--- config.mk ---
export PLATFORM = sky130hd
export DESIGN_NAME = game_flow_ctrl
export DESIGN_NICKNAME = d
export VERILOG_FILES = /design/src/rtl/game_pkg.sv /design/src/rtl/bcd_counter.sv /design/src/rtl/game_flow_ctrl.sv
export SDC_FILE = /design/constraint.sdc
export NUM_CORES = 1
export LEC_CHECK = 0
export BUFFER_PORTS_ARGS = -buffer_cell sky130_fd_sc_hd__buf_4
export CORE_UTILIZATION = 35
export CTS_CLUSTER_SIZE = 14
export DETAILED_ROUTE_END_ITERATION = 10
export MAX_ROUTING_LAYER = met4
export PLACE_DENSITY = 0.63
export SLEW_MARGIN = 0
export SYNTH_ARGS = -nofsm -noshare
export SYNTH_HDL_FRONTEND = slang
export SYNTH_HIERARCHICAL = 1
export SYNTH_SLANG_ARGS = --single-unit
--- constraint.sdc ---
create_clock -name clk -period 3 [get_ports clk]
set_clock_uncertainty 0.1 [all_clocks]
set_input_delay 0.6 -clock clk [delete_from_list [all_inputs] [get_ports clk]]
set_output_delay 0.6 -clock clk [all_outputs]
set_load 0.02 [all_outputs]
--- src/rtl/game_pkg.sv ---
// game_pkg: phase encodings and BCD digit width shared by the game-flow controller.
package game_pkg;
  localparam logic [2:0] IDLE    = 3'd0;
  localparam logic [2:0] PLAY    = 3'd1;
  localparam logic [2:0] NEWBALL = 3'd2;
  localparam logic [2:0] OVER    = 3'd3;
  localparam logic [2:0] PAUSE   = 3'd4;
  localparam int BCD_W = 4;
endpackage

--- src/rtl/bcd_counter.sv ---
// bcd_counter: multi-digit BCD up-counter with clear and saturation at all-9s.
module bcd_counter
  import game_pkg::*;
#(
  parameter int DIGITS = 2
) (
  input  logic                    clk,
  input  logic                    reset,
  input  logic                    clr,
  input  logic                    inc,
  output logic [BCD_W*DIGITS-1:0] count
);
  logic [BCD_W*DIGITS-1:0] nxt;
  logic [BCD_W-1:0] d;
  logic c;
  always_comb begin
    nxt = count;
    d = '0;
    c = inc && count != {DIGITS{4'h9}};
    for (int i = 0; i < DIGITS; i++) begin
      d = count[BCD_W*i +: BCD_W];
      nxt[BCD_W*i +: BCD_W] = c ? (d == 4'd9 ? 4'd0 : d + 4'd1) : d;
      c = c && d == 4'd9;
    end
  end
  always_ff @(posedge clk or posedge reset)
    if (reset) count <= '0;
    else count <= clr ? '0 : nxt;
endmodule

--- src/rtl/game_flow_ctrl.sv ---
// game_flow_ctrl: phase FSM, lives, BCD score and post-miss wait timer for the bounce game.
// Optional high-score register enabled by defining GAME_HISCORE_EN.
module game_flow_ctrl
  import game_pkg::*;
#(
  parameter int LIVES        = 3,
  parameter int SCORE_DIGITS = 2,
  parameter int WAIT_FRAMES  = 120
) (
  input  logic                          clk,
  input  logic                          reset,
  input  logic                          frame_tick,
  input  logic                          btn,
  input  logic                          pause_btn,
  input  logic                          hit,
  input  logic                          miss,
  output logic [2:0]                    phase,
  output logic                          gra_still,
  output logic [3:0]                    lives,
  output logic [BCD_W*SCORE_DIGITS-1:0] score,
  output logic [BCD_W*SCORE_DIGITS-1:0] hi_score,
  output logic                          new_high,
  output logic                          timer_busy
);
  localparam int TW = $clog2(WAIT_FRAMES + 1);
  logic [2:0] nxt;
  logic [TW-1:0] timer, timer_nxt;
  logic btn_c, btn_p, pb_c, pb_p, btn_e, pb_e, in_play;
  assign btn_e = btn_c & ~btn_p;
  assign pb_e = pb_c & ~pb_p;
  assign in_play = phase == PLAY;
  // miss outranks pause; the timer load outranks a coincident frame tick
  always_comb begin
    nxt = phase;
    case (phase)
      IDLE:    nxt = btn_e ? PLAY : IDLE;
      PLAY:    nxt = miss ? (lives == 4'd0 ? OVER : NEWBALL) : pb_e ? PAUSE : PLAY;
      PAUSE:   nxt = pb_e ? PLAY : PAUSE;
      NEWBALL: nxt = (timer == '0 && btn_e) ? PLAY : NEWBALL;
      OVER:    nxt = timer == '0 ? IDLE : OVER;
      default: nxt = IDLE;
    endcase
    timer_nxt = (in_play && miss) ? TW'(WAIT_FRAMES) :
                (frame_tick && timer != '0 && phase != PAUSE) ? timer - TW'(1) : timer;
  end
  always_ff @(posedge clk or posedge reset)
    if (reset) begin
      phase <= IDLE;
      gra_still <= 1'b1;
      lives <= 4'(LIVES);
      timer <= '0;
      timer_busy <= 1'b0;
      btn_c <= 1'b0;
      btn_p <= 1'b0;
      pb_c <= 1'b0;
      pb_p <= 1'b0;
    end else begin
      btn_c <= btn;
      btn_p <= btn_c;
      pb_c <= pause_btn;
      pb_p <= pb_c;
      phase <= nxt;
      gra_still <= nxt != PLAY;
      timer <= timer_nxt;
      timer_busy <= timer_nxt != '0;
      lives <= phase == IDLE ? (btn_e ? 4'(LIVES - 1) : 4'(LIVES)) :
               (in_play && miss && lives != 4'd0) ? lives - 4'd1 : lives;
    end
  bcd_counter #(.DIGITS(SCORE_DIGITS)) u_score (
    .clk   (clk),
    .reset (reset),
    .clr   (phase == IDLE),
    .inc   (in_play && hit && !miss),
    .count (score)
  );
`ifdef GAME_HISCORE_EN
  logic beat;
  // valid BCD orders the same as binary, so a plain compare is MSD-first
  assign beat = in_play && miss && lives == 4'd0 && score > hi_score;
  always_ff @(posedge clk or posedge reset)
    if (reset) begin
      hi_score <= '0;
      new_high <= 1'b0;
    end else begin
      new_high <= beat;
      if (beat) hi_score <= score;
    end
`else
  assign hi_score = '0;
  assign new_high = 1'b0;
`endif
endmodule

== After elaboration in Yosys (flattened, before gate mapping) ==
Cells that the tools add are included.
Operators by class
  bitwise logic cells: 4
  add/sub/neg operators: 4
  mux-type cells: 18
  equal/unequal tests: 9
  reductions and logical operators: 19
Operators by type and width (number)
  $mux W4: 6
  $pmux W3 S5: 1
  $mux W7: 2
  $reduce_bool A7 Y1: 2
  $logic_and A1 B1 Y1: 9
  $mux W3: 3
  $add A4 B1 Y4 const B: 2
  $eq A4 B4 Y1 const B: 2
  $mux W8: 1
  $ne A8 B8 Y1 const B: 1
  $logic_not A7 Y1: 1
  $sub A7 B1 Y7 const B: 1
  $eq A3 B2 Y1 const B: 2
  $reduce_bool A2 Y1: 3
  $logic_not A4 Y1: 1
  $mux W2: 2
  $reduce_bool A4 Y1: 1
  $sub A4 B1 Y4 const B: 1
  $eq A3 B1 Y1 const B: 1
  $eq A3 B3 Y1 const B: 1
  $logic_not A3 Y1: 1
  $mux W1: 3
  $ne A3 B1 Y1 const B: 1
  $ne A3 B3 Y1 const B: 1
  3 further kinds: 5
Word-level totals
  input bits: 7
  output and inout port bits: 26
  word-level logic and storage cells: 65
  flip-flop bits (word level): 28

== Depth between registers and ports, before layout ==
  depth in word-level cells: 7
  mapped depth: 8
  depth with buffers taken out: 7

== Modules after synthesis ==
The synthesis kept the hierarchy.
By module, submodules not included
  game_flow_ctrl: cells each 118, sequential area each 504.2 µm², instances 1, area each 1167.4 µm²
  bcd_counter: cells each 52, sequential area each 200.2 µm², instances 1, area each 501.7 µm²

== Least setup slack after synthesis ==
No wires, ideal clock.
  path type: reg-to-reg
  from: register timer[0]
  to: register timer_busy
  period minus slack after synthesis: 2.194 ns
  data arrival time: 1.955 ns
  stages on the path, launching flop included: 9
  setup time: 0.139 ns
  data required time: 2.761 ns
  slack: 0.806 ns
  path buffers: 1
  cell sequence: dfrtp_1 -> inv_1 -> ha_1 -> nor2b_1 -> a221oi_2 -> buf_2 -> and4_1 -> a211oi_1 -> or4_1
Between the ends
  longest elaborated chain between the ends: 6
  elaborated cells on any way between the ends: 7
  classes of those cells: add/sub (1); mux (2); reduce/logical (4)
RTL lines
  start: declaration: line game_flow_ctrl.sv:27  | logic [TW-1:0] timer, timer_nxt;
  start signal: assignment: line game_flow_ctrl.sv:64  | timer <= timer_nxt;
  parallel branches: the longest is 3 deep, another holds $sub A7 B1 Y7
  $mux W7 *: line game_flow_ctrl.sv:44  | (frame_tick && timer != '0 && phase != PAUSE) ? timer - TW'(1) : timer;
  $mux W7 *: line game_flow_ctrl.sv:43  | timer_nxt = (in_play && miss) ? TW'(WAIT_FRAMES) :
  $reduce_bool A7 Y1 *: line game_flow_ctrl.sv:65  | timer_busy <= timer_nxt != '0;
  end signal: assignment: line game_flow_ctrl.sv:52  | timer_busy <= 1'b0;
  end signal: assignment: line game_flow_ctrl.sv:65
  end: declaration: line game_flow_ctrl.sv:23  | output logic timer_busy
Mark *: on every way between the ends.
A chain may end at the register's enable or synchronous reset.

== Final worst setup path ==
Same ends and word-level chain as after synthesis.

==> metrics.txt <==
initial drt markers 60; H-tree levels 1; Mapped Cells 170; top cell type by total area after synthesis dfrtp_1; CP Class reg2reg; Area contributors post-synth dfrtp_1 37%, ha_1 6.0%, dfstp_2 4.7%, buf_4 4.0%, nor2_1 3.4%; Area growth, synth to finish 14.84%; dpl hpwl 2298 um; number of synthesized flops with an enable pin 0; top cell type's share of synthesized area 0.3748; placed cell area 0.001846 sq mm; status finished with violations; TNS Setup 0 ps; # Post-CTS Setup Buffers 0; clk_lat worst skew 280 ps; Die H 71.06 um; Worst setup SP type flop; final period utilization 0.8732; Final Critical Period 2620 ps; die width 71.06 um; worst path arrival time 2670 ps; net switching power 572.5 uW; DR DRC count 3; setup repair after global routing missed its margin no; vias in the first global route 1187; Slew headroom 0.4864; clk root buf clkbuf_8; Cell Area, Synth 0.001669 sq mm; Diodes inserted 0; post-synthesis sequential area ratio 0.4220; Worst Setup End Kind flop; Max Slew Vio Count 0; sw frac 0.3903; WHS 170.6 ps; GR Overflow Total 0; Comb power frac 0.374; number of I/O pins 33; Die Area 0.005049 sq mm; VDD IR-drop max 227.0 uV; post-route cell area 0.001917 sq mm; cell-internal power 894.4 uW; Routed WL 3149 um; Worst Setup SP timer[0]; Hold Crit Class in2async; fmax 381.7 MHz; Tot GR Track Use 0.1409; endpoints failing hold 0; Post-Syn Area per Cell 9.818 sq um; max-cap viol count 0; core box area 0.004474 sq mm; largest net degree at the start of global routing 21; failing checks DRC; Vias/cell 5.245; Synth Flop Type dfrtp_1; worst-margin pin slew 769.6 ps; CTS hold repair buffers 0; unique cell type count in the Yosys netlist 46; endpoints failing setup 0; RD Place Congestion 0.8128; routed vias 1285; TritonCTS Buffers 3; CP required 3050 ps; per-cell routed wire length 12.85 um; ys async rst share 1.000; router iterations before antenna repair 9; Final #Nets 209; worst r2r src timer[0]; leakage power total 0.8863 nW; number of cell rows 24; fraction of layout cells with a size suffix above 1 0.1969; maximum clock insertion buffer count 2; clock share of power 0.203; post-cts repair resize count 0; Reg clk slew, reported paths 100 ps; Routed Antenna Nets 0; IO buf count 23; CTS tree built; Flop pwr share 0.423; initial core utilization 0.3730; Clock Sinks 28; first-pass GRT wire length 5533 um; Seq cells post-synth 28; Synth warnings 6; initial antenna violation count 0; PwrDens 765.3 mW/mm^2; critical-path maximum fanout 11
## cells by family (layout without fill, tap and decap cells)
logic type      Yosys count  in the layout  share of synthesized area
compound gates           25             25                     0.1027
mux                       3              3                    0.01874
xor+xnor                  7              7                    0.03673
flops                    28             28                     0.4220
other cells               1              9                   0.002247
fa+ha+maj                 8              8                    0.05997
simple gates             73             73                     0.2714
buf+inv                  25             40                    0.08620
## worst max-delay path, stage by stage, from the launching register on
cell and delay [ps]:
dfrtp_1 420, inv_1 90, ha_1 220, nor2b_1 190, a221oi_2 630, and4_1 300
a211oi_1 40, or4_1 500
## power groups by stage
stage	clock network [mW]	logic [mW]	registers, mW
2_1_floorplan	0	0.383	0.642
3_3_place_gp	0	0.544	0.629
3_5_place_dp	0	0.550	0.627
4_1_cts	0.309	0.552	0.620
5_1_grt	0.324	0.613	0.643
6_report	0.298	0.548	0.621
## placed cells by master (no fill, tap or decap), drive strengths merged, types with 3 or more instances in the layout
cell type,netlist,layout
dfrtp,25,25
a211oi,3,3
or4,3,3
conb,1,9
xor2,4,4
nor4,4,4
nand4,4,4
nor3,3,3
nand2b,6,6
nor2b,3,3
a31oi,5,5
clkbuf,1,3
or3b,3,3
nand3,7,7
a21oi,5,5
nand2,10,10
o21ai,4,4
ha,8,8
dfstp,3,3
xnor2,3,3
nor2,15,15
inv,11,11
buf,12,24
## layer usage
metal | track usage | share of wire | vias to the layer above
met5 | - | 0 | -
met4 | 0.04667 | 0.0098 | 0
met3 | 0.02707 | 0.045 | 4
met2 | 0.2094 | 0.44 | 31
met1 | 0.1932 | 0.50 | 617
li1 | - | - | 633
## path summary, 6_finish.rpt
check / end / slack, ps / cells past startpoint
min in group clk: btn_p / 300 / 0
min reg2reg: btn_p / 300 / 0
min: u_score/count[7] / 170 / 2
max reg2reg: timer_busy / 380 / 7
max: timer_busy / 380 / 7
max in group asynchronous: timer[1] / 1950 / 2
## final cells by class
type,count,area (sq um)
Tap cell,52,65.06
Fill cell,434,2557
Sequential cell,28,704.4
Timing Repair Buffer,24,180.2
Clock inverter,1,30.03
Multi-Input combinational cell,125,850.8
Clock buffer,3,41.29
Inverter,12,45.04
## synth_stat cells, drive strengths merged, types with 4 or more instances
cell,number
buf,12
a21oi,5
o21ai,4
nor4,4
nand4,4
xor2,4
nor2,15
nand3,7
nand2b,6
a31oi,5
ha,8
nand2,10
inv,11
dfrtp,25
## sequential cells by signal, summed over array words and instances (netlist names)
signal	cells
u_score/count	8
lives	4
phase	3
timer	7
pb_c	1
btn_p	1
gra_still	1
timer_busy	1
pb_p	1
btn_c	1
## per-stage QoR
| step | worst slack [ps] | std cells | utilization | power [mW] |
|---|---|---|---|---|
| 2_1_floorplan | 806.3 | 178 | - | 1.025 |
| 3_3_place_gp | 463.2 | 241 | 0.4125 | 1.172 |
| 3_5_place_dp | 392.5 | 241 | 0.4125 | 1.177 |
| 4_1_cts | 385.1 | 245 | 0.4284 | 1.481 |
| 5_1_grt | 144.6 | 245 | 0.4284 | 1.579 |
| 6_report | 380.4 | 245 | 0.4284 | 1.467 |
(Power assumes the default switching activity.)
